[config.mk]
export PLATFORM = sky130hd
export DESIGN_NAME = ufi_write_buffer
export DESIGN_NICKNAME = d
export VERILOG_FILES = /design/src/rtl/ufi_write_buffer.sv
export SDC_FILE = /design/constraint.sdc
export NUM_CORES = 1
export LEC_CHECK = 0
export CAP_MARGIN = 20
export CORE_UTILIZATION = 45
export DETAILED_ROUTE_END_ITERATION = 12
export PLACE_DENSITY = 0.69
export SKIP_LAST_GASP = 1
export SYNTH_ARGS = -nofsm -noshare
export SYNTH_HDL_FRONTEND = slang
export SYNTH_SLANG_ARGS = --single-unit
[constraint.sdc]
create_clock -name iSCLK -period 5.1 [get_ports iSCLK]
set_input_delay 1.02 -clock iSCLK [delete_from_list [all_inputs] [get_ports iSCLK]]
set_output_delay 1.02 -clock iSCLK [all_outputs]
set_load 0.01 [all_outputs]
[src/rtl/ufi_write_buffer.sv]
// FWFT write buffer in front of the RamBlock UFI write port: circular {adrs,data} array plus one output register.
// Optional feature: define UFI_WBUF_OVF_CNT_EN to add the saturating dropped-push counter oOvfCnt.
module ufi_write_buffer #(
  parameter int pDqWidth    = 16,
  parameter int pAdrsWidth  = 16,
  parameter int pDepthWidth = 4
) (
  input  logic                    iSCLK,
  input  logic                    iSRST,
  input  logic [pDqWidth-1:0]     iWd,
  input  logic [pAdrsWidth-1:0]   iAdrs,
  input  logic                    iWe,
  input  logic                    iFlush,
  output logic                    oFull,
  output logic                    oEmpty,
  output logic [pDepthWidth:0]    oCount,
  output logic                    oOvf,
  output logic [pDqWidth-1:0]     oSUfiWd,
  output logic [pAdrsWidth-1:0]   oSUfiAdrs,
  output logic                    oSUfiWEd,
`ifdef UFI_WBUF_OVF_CNT_EN
  output logic [15:0]             oOvfCnt,
`endif
  input  logic                    iSUfiRdy
);

  localparam int ENTRY_W = pDqWidth + pAdrsWidth;
  localparam int DEPTH   = 1 << pDepthWidth;
  localparam logic [pDepthWidth:0] FULL_CNT = {1'b1, {pDepthWidth{1'b0}}};

  logic [ENTRY_W-1:0]     mem [DEPTH];
  logic [pDepthWidth-1:0] wr_ptr;
  logic [pDepthWidth-1:0] rd_ptr;
  logic [pDepthWidth:0]   cnt_q;
  logic [pDepthWidth:0]   mem_cnt;
  logic                   out_vld;
  logic [pDqWidth-1:0]    out_wd;
  logic [pAdrsWidth-1:0]  out_adrs;
  logic                   ovf_q;
  logic                   push_ok;
  logic                   pop;
  logic                   load;

  // Full is decided from the registered count only, so a same-edge pop never frees room for a push.
  assign oFull   = (cnt_q == FULL_CNT);
  assign oEmpty  = (cnt_q == '0);
  assign push_ok = iWe && !oFull;
  assign pop     = out_vld && iSUfiRdy;
  assign mem_cnt = cnt_q - {{pDepthWidth{1'b0}}, out_vld};
  assign load    = (!out_vld || pop) && (mem_cnt != '0);

  always_ff @(posedge iSCLK or posedge iSRST) begin
    if (iSRST) begin
      wr_ptr   <= '0;
      rd_ptr   <= '0;
      cnt_q    <= '0;
      out_vld  <= 1'b0;
      out_wd   <= '0;
      out_adrs <= '0;
      ovf_q    <= 1'b0;
    end else if (iFlush) begin
      wr_ptr  <= '0;
      rd_ptr  <= '0;
      cnt_q   <= '0;
      out_vld <= 1'b0;
      ovf_q   <= 1'b0;
    end else begin
      ovf_q <= iWe && oFull;
      cnt_q <= cnt_q + {{pDepthWidth{1'b0}}, push_ok} - {{pDepthWidth{1'b0}}, pop};
      if (push_ok)
        wr_ptr <= wr_ptr + pDepthWidth'(1);
      if (load) begin
        rd_ptr   <= rd_ptr + pDepthWidth'(1);
        out_vld  <= 1'b1;
        out_adrs <= mem[rd_ptr][ENTRY_W-1:pDqWidth];
        out_wd   <= mem[rd_ptr][pDqWidth-1:0];
      end else if (pop) begin
        out_vld <= 1'b0;
      end
    end
  end

  // Storage array carries no reset; its contents are only read behind a valid count.
  always_ff @(posedge iSCLK) begin
    if (push_ok && !iFlush)
      mem[wr_ptr] <= {iAdrs, iWd};
  end

`ifdef UFI_WBUF_OVF_CNT_EN
  logic [15:0] ovf_cnt;

  always_ff @(posedge iSCLK or posedge iSRST) begin
    if (iSRST)
      ovf_cnt <= '0;
    else if (iFlush)
      ovf_cnt <= '0;
    else if (iWe && oFull && (ovf_cnt != 16'hFFFF))
      ovf_cnt <= ovf_cnt + 16'd1;
  end

  assign oOvfCnt = ovf_cnt;
`endif

  assign oCount    = cnt_q;
  assign oOvf      = ovf_q;
  assign oSUfiWd   = out_wd;
  assign oSUfiAdrs = out_adrs;
  assign oSUfiWEd  = out_vld;

endmodule

Word level (Yosys, flattened, before mapping)

Memory sizes are Yosys's and may differ from the RTL's. A register that Yosys moved wholly into a read port is not among the register bits.
Index checks and enable logic that the tools add are counted.

Add/sub/neg operators: 5
Equality and inequality tests: 1
Mux-type cells: 11
Bitwise logic cells: 1
Reductions and logical operators: 15

Operators by type and width:

| kind                                                           | number |
|---|---|
| 4-bit 2-to-1 mux                                               | 4 |
| 5-bit by 1-bit subtractor with 5-bit output                    | 2 |
| 4-bit by 1-bit adder with 4-bit output (second input constant) | 2 |
| 1-bit 2-to-1 mux                                               | 6 |
| 5-bit by 1-bit adder with 5-bit output                         | 1 |
| 5-bit equality test (second input constant)                    | 1 |
| 1-bit logical AND                                              | 5 |
| 5-bit zero test                                                | 1 |
| 5-bit 2-to-1 mux                                               | 1 |
| 5-bit nonzero test                                             | 1 |
| 2-bit nonzero test                                             | 2 |
| 1-bit zero test                                                | 3 |
| 3-bit nonzero test                                             | 1 |
| 2-bit AND reduction                                            | 1 |
| 1-bit logical OR                                               | 1 |
| 1-bit NOT                                                      | 1 |

Register bits: 15
RAM bits: 512
Output and inout bits: 41
Memories kept: 1

Memory list:

| name | words | width | rd ports | clocked after Yosys merged registers in | write ports | line | RTL |
|---|---|---|---|---|---|---|---|
| mem  | 16    | 32    | 1        | 1                                       | 1           | 31   | `logic [ENTRY_W-1:0] mem [DEPTH];` |

Depth between registers and ports, before layout

Gate-level depths: netlist of run 1.

Word-level depth: 6
Gate-level depth with buffers: 17
Depth with buffers taken out: 17

Worst setup path before layout of run 1

No wires, ideal clock.

Path type: in2reg
Start point: in iFlush
End point: mem mem[0][0] (netlist name), enable pin
Arrival: 3.877 ns
Required time: 4.639 ns
Path slack: 0.762 ns
Stages: 5
Buffers on the path: 1
Cells stage by stage: clkbuf_1 nand2b_1 nor2_1 nand2_1 nor3_1

Word-level cells in the longest chain between the ends: 4

Ends and longest elaborated chain:

| what                                   | line | RTL |
|---|---|---|
| from (decl)                            | 13   | `input logic iFlush,` |
| 1-bit zero test                        | 85   | `if (push_ok && !iFlush)` |
| 1-bit logical AND                      | 85   |  |
| 1-bit 2-to-1 mux                       | 85   |  |
| 1-bit 2-to-1 mux (implied by the code) | 86   | `mem[wr_ptr] <= {iAdrs, iWd};` |
| to (decl)                              | 31   |  |

No other way between the ends.

Worst setup path in the final report of run 1

Start point: reg cnt_q[2], in the netlist oCount[2]
End point: out oFull

Word-level cells in the longest chain between the ends: 1

Ends and longest elaborated chain:

| what                   | line | RTL |
|---|---|---|
| from (decl)            | 34   | `logic [pDepthWidth:0] cnt_q;` |
| from (signal assigned) | 69   | `cnt_q <= cnt_q + {{pDepthWidth{1'b0}}, push_ok} - {{pDepthWidth{1'b0}}, pop};` |
| 5-bit equality test    | 45   | `assign oFull = (cnt_q == FULL_CNT);` |
| to (decl)              | 14   | `output logic oFull,` |

No other way between the ends.

==> flow_summary.yaml, run 1 <==
hold_path:
  min_from: "oSUfiWd[0]$_DFFE_PP0P_"
  hold_path.class: "flop to flop"
  min_to: "oSUfiWd[0]$_DFFE_PP0P_"
  min_path_cells: 1
drt:
  drt_iter0_drc: 934
  via_count: 10500
  drcViolationCount: 0
  wirelength_um: 43700
  drtPass1Iterations: 4
  avgRoutedWirePerCell_um: 23.1
  viasPerCell: 5.55
  antenna_left: 0
pwr:
  p_clk_share_pct: 34.2
  p_int_mw: 8.93
  total_leakage_power_nw: 8.06
  p_per_area_nw_per_um2: 474
  p_sw_mw: 3.12
  power_frac_seq_pct: 44.8
  combPwrFrac_pct: 21.0
  peakVddDrop_uv: 250
  swShare_pct: 25.9
logic_synthesis:
  yosys.area_share.simple_pct: 2.44
  synth_fa_ha_area_share_pct: 0.896
  synthXorXnorAreaFrac_pct: 0.402
  ys_ff_latch: 559
  yosys_most_used_dff: "edfxtp_1"
  synth_compound_area_share_pct: 3.81
  yosys.area.top_type: "edfxtp_1"
  synthArstFlopShare_pct: 8.41
  seq_area_frac_synth_pct: 76.0
  ys_top_cells_by_area: "edfxtp_1 71%, mux4_2 7.8%, mux2_2 6.7%"
  avgSynthCellArea_um2: 19.3
  synthMuxAreaShare_pct: 15.0
  synth_cell_types: 39
  synth_edf_count: 512
  syn_inst: 1129
  yosys.area.top_type_share_pct: 70.6
  synth_top_family_by_area: "multiplexers"
  ys_warn_count: 0
  syn_area_um2: 21800
  yosys.cell_count.top_type: "edfxtp_1"
  synth_nets: 1181
  ys_top_cells_by_count: "512 x edfxtp_1, 129 x mux2_2, 75 x mux4_2"
cells_and_area:
  fin_cells: 1892
  design_area_um2: 25400
  fillers: 3595
  syn2layout_area_growth_pct: 16.6
  drive_gt1_share_pct: 26.6
  final_nets: 1283
  post-route-util_pct: 53.2
grt:
  antenna_found_initial: 0
  grt_max_degree: 70
  use_met3_pct: 3.30
  grtUsageMet2_pct: 30.7
  grt_pass1_vias: 11000
  grt_pass1_wl_um: 67200
  met1_usage_pct: 24.1
  gr-total-overflow: 0
  grt_busiest_layer: "met2"
  grt_use_total_pct: 18.1
place:
  io_buffers: 77
  hpwl_um: 24800
  dpl.cell_count: 1786
  postPlaceCellArea_um2: 23500
  place_congestion: 0.762
worst_setup_path:
  arrival_ns: 2.25
  r2r_start: "oCount[2]$_DFF_PP0_"
  critPathBufInv: 3
  slowest_stage: "clkdlybuf4s50_1"
  critical_path.max_stage_delay_ns: 0.58
  cp.required_ns: 4.08
  cp_top_family: "buffers and inverters"
  r2r_end: "oCount[4]$_DFF_PP0_"
  critical_path.cell_chain: "inv_1 -> ha_1 -> and3_1 -> nand2_1 -> inv_1 -> clkdlybuf4s50_1"
  crit_top_cell: "inv_1"
  cp_max_fo: 5
  crit_path_start_kind: "flop"
  end_kind: "primary output"
  r2r_slack_ns: 1.99
  critPathKind: "flop to primary output"
  rr_worst_depth: 17
floorplanning:
  rows: 80
  die_area_um2: 49300
  io_pins: 78
  die_w_um: 222
  die_h_um: 222
  core_um2: 47700
  start_util_pct: 45.6
sta:
  setup_tns_ns: 0
  hold_viol_final: 0
  fin_worst_skew_ns: 0.00749
  rsz0062_at_grt: "false"
  setup_viol: 0
  period_needed_ns: 3.27
  finalCritPeriodShare_pct: 64.1
  fmax_mhz: 306
  tightest_slew_ns: 0.981
  timing.hold.ws_ns: 0.514
  slew_headroom_pct: 34.6
  slew_viol_final: 0
clock_tree:
  clockRootBuffer: "clkbuf_16"
  postCtsHoldBufs: 0
  insertion_delay_ns: 0.59
  cts_buffer_depth: 3
  post_cts_buffers: 0
  clock_sinks: 559
  cts_htree_levels: 2
  cts_tree: "done"
  cts_resized: 0
  path_clk_slew_ns: 0.06
  numCtsBuffers: 55
run_status:
  outcome: "completed"
job:
  drv_cap: 0
stage by stage:
| step | total power [mW] | worst slack (ns) |
|---|---|---|
| 6_report | 12.0 | 1.83 |
| 5_1_grt | 12.6 | 1.65 |
| 4_1_cts | 12.2 | 1.79 |
| 3_5_place_dp | 8.04 | 1.43 |
| 3_3_place_gp | 8.02 | 1.42 |
| 2_1_floorplan | 7.14 | 0.762 |
cell families after synthesis:
logic type	after synthesis
AO/OA/AOI/OAI	136
XOR/XNOR	10
adder cells (fa/ha/maj)	15
buffers and inverters	75
flip-flops	559
multiplexers	216
AND/OR/NAND/NOR	118
worst max path at each step:
stage                                    from             endpoint  slack [ns]  depth (start not counted)
after detailed placement               iFlush  mem[5][4]$_DFFE_PP_        1.43                          6
after global placement                    iWe  oCount[4]$_DFF_PP0_        1.42                         13
final                     oCount[2]$_DFF_PP0_                oFull        1.83                          6
after floorplan                        iFlush  mem[0][0]$_DFFE_PP_        0.76                          5
after global routing      oCount[2]$_DFF_PP0_  oCount[4]$_DFF_PP0_        1.65                         17
after CTS                 oCount[2]$_DFF_PP0_                oFull        1.79                          6
cells in the final DEF, fill, tap and decap left out, drive strengths merged, types with 30 or more instances in the layout:
cell type and count:
edfxtp 512, o22ai 54, mux2 129, nor2 63
clkbuf 79, mux4 75, dfrtp 47, buf 30
clkdlybuf4s50 77, a21oi 56
per-layer routing:
layer / routed length, um / vias to the layer above / part of all wire, %
met3: 1950 / 69 / 4.5
met1: 18800 / 5455 / 43
li1: - / 4744 / -
met2: 22100 / 229 / 50
met5: 0 / - / 0
met4: 949 / 0 / 2.2
area by class of cell:
class / count / area (um2) / area share (%)
flip-flops and latches: 559 / 16600 / 65.2
multi-input cells: 495 / 5020 / 19.8
clock buffers: 79 / 1550 / 6.10
repair buffers: 107 / 1150 / 4.54
well taps: 615 / 769 / 3.03
clock inverters: 23 / 297 / 1.17
inverters: 13 / 48.8 / 0.192
diodes: 1 / 2.50 / 0.00985
flip-flops by register name, summed over array words and instances (netlist names):
name / flops
oSUfiWEd: 1
oSUfiAdrs: 16
wr_ptr: 4
rd_ptr: 4
mem: 512
oCount: 5
oSUfiWd: 16
oOvf: 1
power groups by stage:
stage,clock network [mW],registers [mW],logic (mW)
after global routing,4.36,5.43,2.76
final,4.12,5.40,2.53
after global placement,0,5.50,2.52
after detailed placement,0,5.50,2.54
after floorplan,0,5.49,1.64
after CTS,4.19,5.41,2.56
Note: power is estimated with default switching activity, not from simulation.
==> run 2: changes to the inputs <==
==> constraint.sdc (replaced) <==
create_clock -name iSCLK -period 3.3 [get_ports iSCLK]
set_input_delay 0.66 -clock iSCLK [delete_from_list [all_inputs] [get_ports iSCLK]]
set_output_delay 0.66 -clock iSCLK [all_outputs]
set_load 0.01 [all_outputs]
==> run 2 against run 1 <==
Non-clock buffer count is 30 higher. Worst hold slack worse by 0.034 ns. Clock skew is 0.0060 ns higher. Critical path type is now flop to flop. Cell count is 1.7% higher.
==> flow_summary.yaml, run 2 (synthesized netlist as in run 1, its figures left out) <==
cells_and_area:
  largest_register: "mem"
  regArea_um2: 16600
  final_nets: 1314
  final_cell_mix: "512 x edfxtp_1, 129 x mux2_2, 77 x clkdlybuf4s50_1"
  syn2layout_area_growth_pct: 17.5
  fillers: 3615
  drive_gt1_share_pct: 29.0
  diodes: 0
  multiInputGateArea_um2: 5030
  final_common_cell: "edfxtp_1"
  largest_register_ffs: 512
job:
  drv_cap: 0
worst_setup_path:
  cp_max_fo: 5
  end_kind: "flop"
  critPathKind: "flop to flop"
  critical_path.max_stage_delay_ns: 0.43
  critPathBufInv: 5
  cp_top_family: "adder cells"
  critical_path.cell_chain: "inv_1 -> ha_1 -> and3_1 -> nand2_1 -> inv_1 -> nor2b_1 -> inv_1 -> ha_1 -> inv_1 -> ha_1 -> inv_1 -> fa_1 -> nor2_1 -> nor2_1 -> o21bai_1 -> xnor2_1 -> nor2_1"
  cp.required_ns: 3.78
  rr_worst_depth: 17
  crit_path_start_kind: "flop"
  arrival_ns: 3.42
  crit_top_cell: "inv_1"
  slowest_stage: "fa_1"
  crit_cells: 17
drt:
  drtPass1Iterations: 5
  top_layer: "met5"
  antenna_left: 0
  via_count: 10700
  wl_met1_um: 19600
  viasPerCell: 5.56
  avgRoutedWirePerCell_um: 23.4
  wl_met3_um: 2040
  wirelength_um: 45100
  drt_iter0_drc: 715
  drcViolationCount: 0
  wl_met2_um: 22600
sta:
  setup_viol: 0
  slew_headroom_pct: 52.0
  fmax_mhz: 341
  period_needed_ns: 2.93
  hold_viol_final: 0
  timing.hold.ws_ns: 0.479
  rsz0062_at_grt: "false"
  fin_worst_skew_ns: 0.0135
  finalCritPeriodShare_pct: 88.9
  slew_viol_final: 0
  tightest_slew_ns: 0.720
  post-route-worst-setup-slack_ns: 0.365
place:
  io_buffers: 77
  post-place-ws_ns: 0.307
  place_congestion: 0.790
  hpwl_um: 27100
pwr:
  total_leakage_power_nw: 8.17
  peakVddDrop_uv: 459
  p_per_area_nw_per_um2: 727
grt:
  grt_pass1_vias: 11400
  grt_max_degree: 39
  grt_use_total_pct: 18.9
  antenna_found_initial: 1
  grt_pass1_wl_um: 69800
  gr-total-overflow: 0
clock_tree:
  post_cts_buffers: 0
  postCtsHoldBufs: 0
  insertion_delay_ns: 0.61
  cts_resized: 0
  cts_htree_levels: 2
  clock_sinks: 559
  clockRootBuffer: "clkbuf_16"
  cts_buffer_depth: 3
  path_clk_slew_ns: 0.06
  numCtsBuffers: 56
  cts_tree: "done"
floorplanning:
  io_pins: 78
  start_util_pct: 45.6
  rows: 80
  die_h_um: 222
  die_area_um2: 49300
  core_um2: 47700
  die_w_um: 222
run_status:
  outcome: "completed"
hold_path:
  hold_path.class: "primary input to asynchronous set/reset pin"
run 2: cell type report:
cell class / count / area share (%)
inverters: 13 / 0.191
multi-input cells: 495 / 19.7
flip-flops and latches: 559 / 64.8
clock inverters: 27 / 0.876
repair buffers: 137 / 5.26
well taps: 615 / 3.01
clock buffers: 78 / 6.24
run 2: layer usage:
layer / vias to the layer above / track usage [%]
met5: - / 0
met4: 2 / 5.73
met3: 66 / 2.97
met2: 266 / 31.5
met1: 5562 / 25.8
li1: 4802 / -
run 2: worst paths after layout:
path | start | end | slack [ns]
setup / recovery | oCount[2]$_DFF_PP0_ | oCount[4]$_DFF_PP0_ | 0.37
hold / removal | iSRST | oSUfiAdrs[9]$_DFFE_PP0P_ | 0.48
setup reg to reg | oCount[2]$_DFF_PP0_ | oCount[4]$_DFF_PP0_ | 0.37
hold reg to reg | oSUfiAdrs[6]$_DFFE_PP0P_ | oSUfiAdrs[6]$_DFFE_PP0P_ | 0.52
max in group asynchronous | iSRST | rd_ptr[2]$_DFFE_PP0P_ | 2.22
min in group iSCLK | oSUfiAdrs[6]$_DFFE_PP0P_ | oSUfiAdrs[6]$_DFFE_PP0P_ | 0.52
run 2: stage by stage:
stage / cells / cell area, um2 / utilization (%) / total power [mW] / TNS, ns
final: 1924 / 25600 / 53.6 / 18.6 / 0
after global routing: 1924 / 25600 / 53.6 / 19.4 / 0
after CTS: 1924 / 25600 / 53.6 / 18.8 / 0
after detailed placement: 1819 / 23800 / 49.8 / 12.6 / 0
after global placement: 1819 / 23800 / 49.8 / 12.5 / 0
after floorplan: 1129 / 21800 / - / 11.0 / -48.69
run 2: power by group:
part / total (mW) / leakage (nW) / internal, mW / switching, mW
Clock: 6.19 / 0.881 / 3.55 / 2.64
Sequential: 8.40 / 5.15 / 8.09 / 0.312
Combinational: 4.00 / 2.14 / 1.98 / 2.02
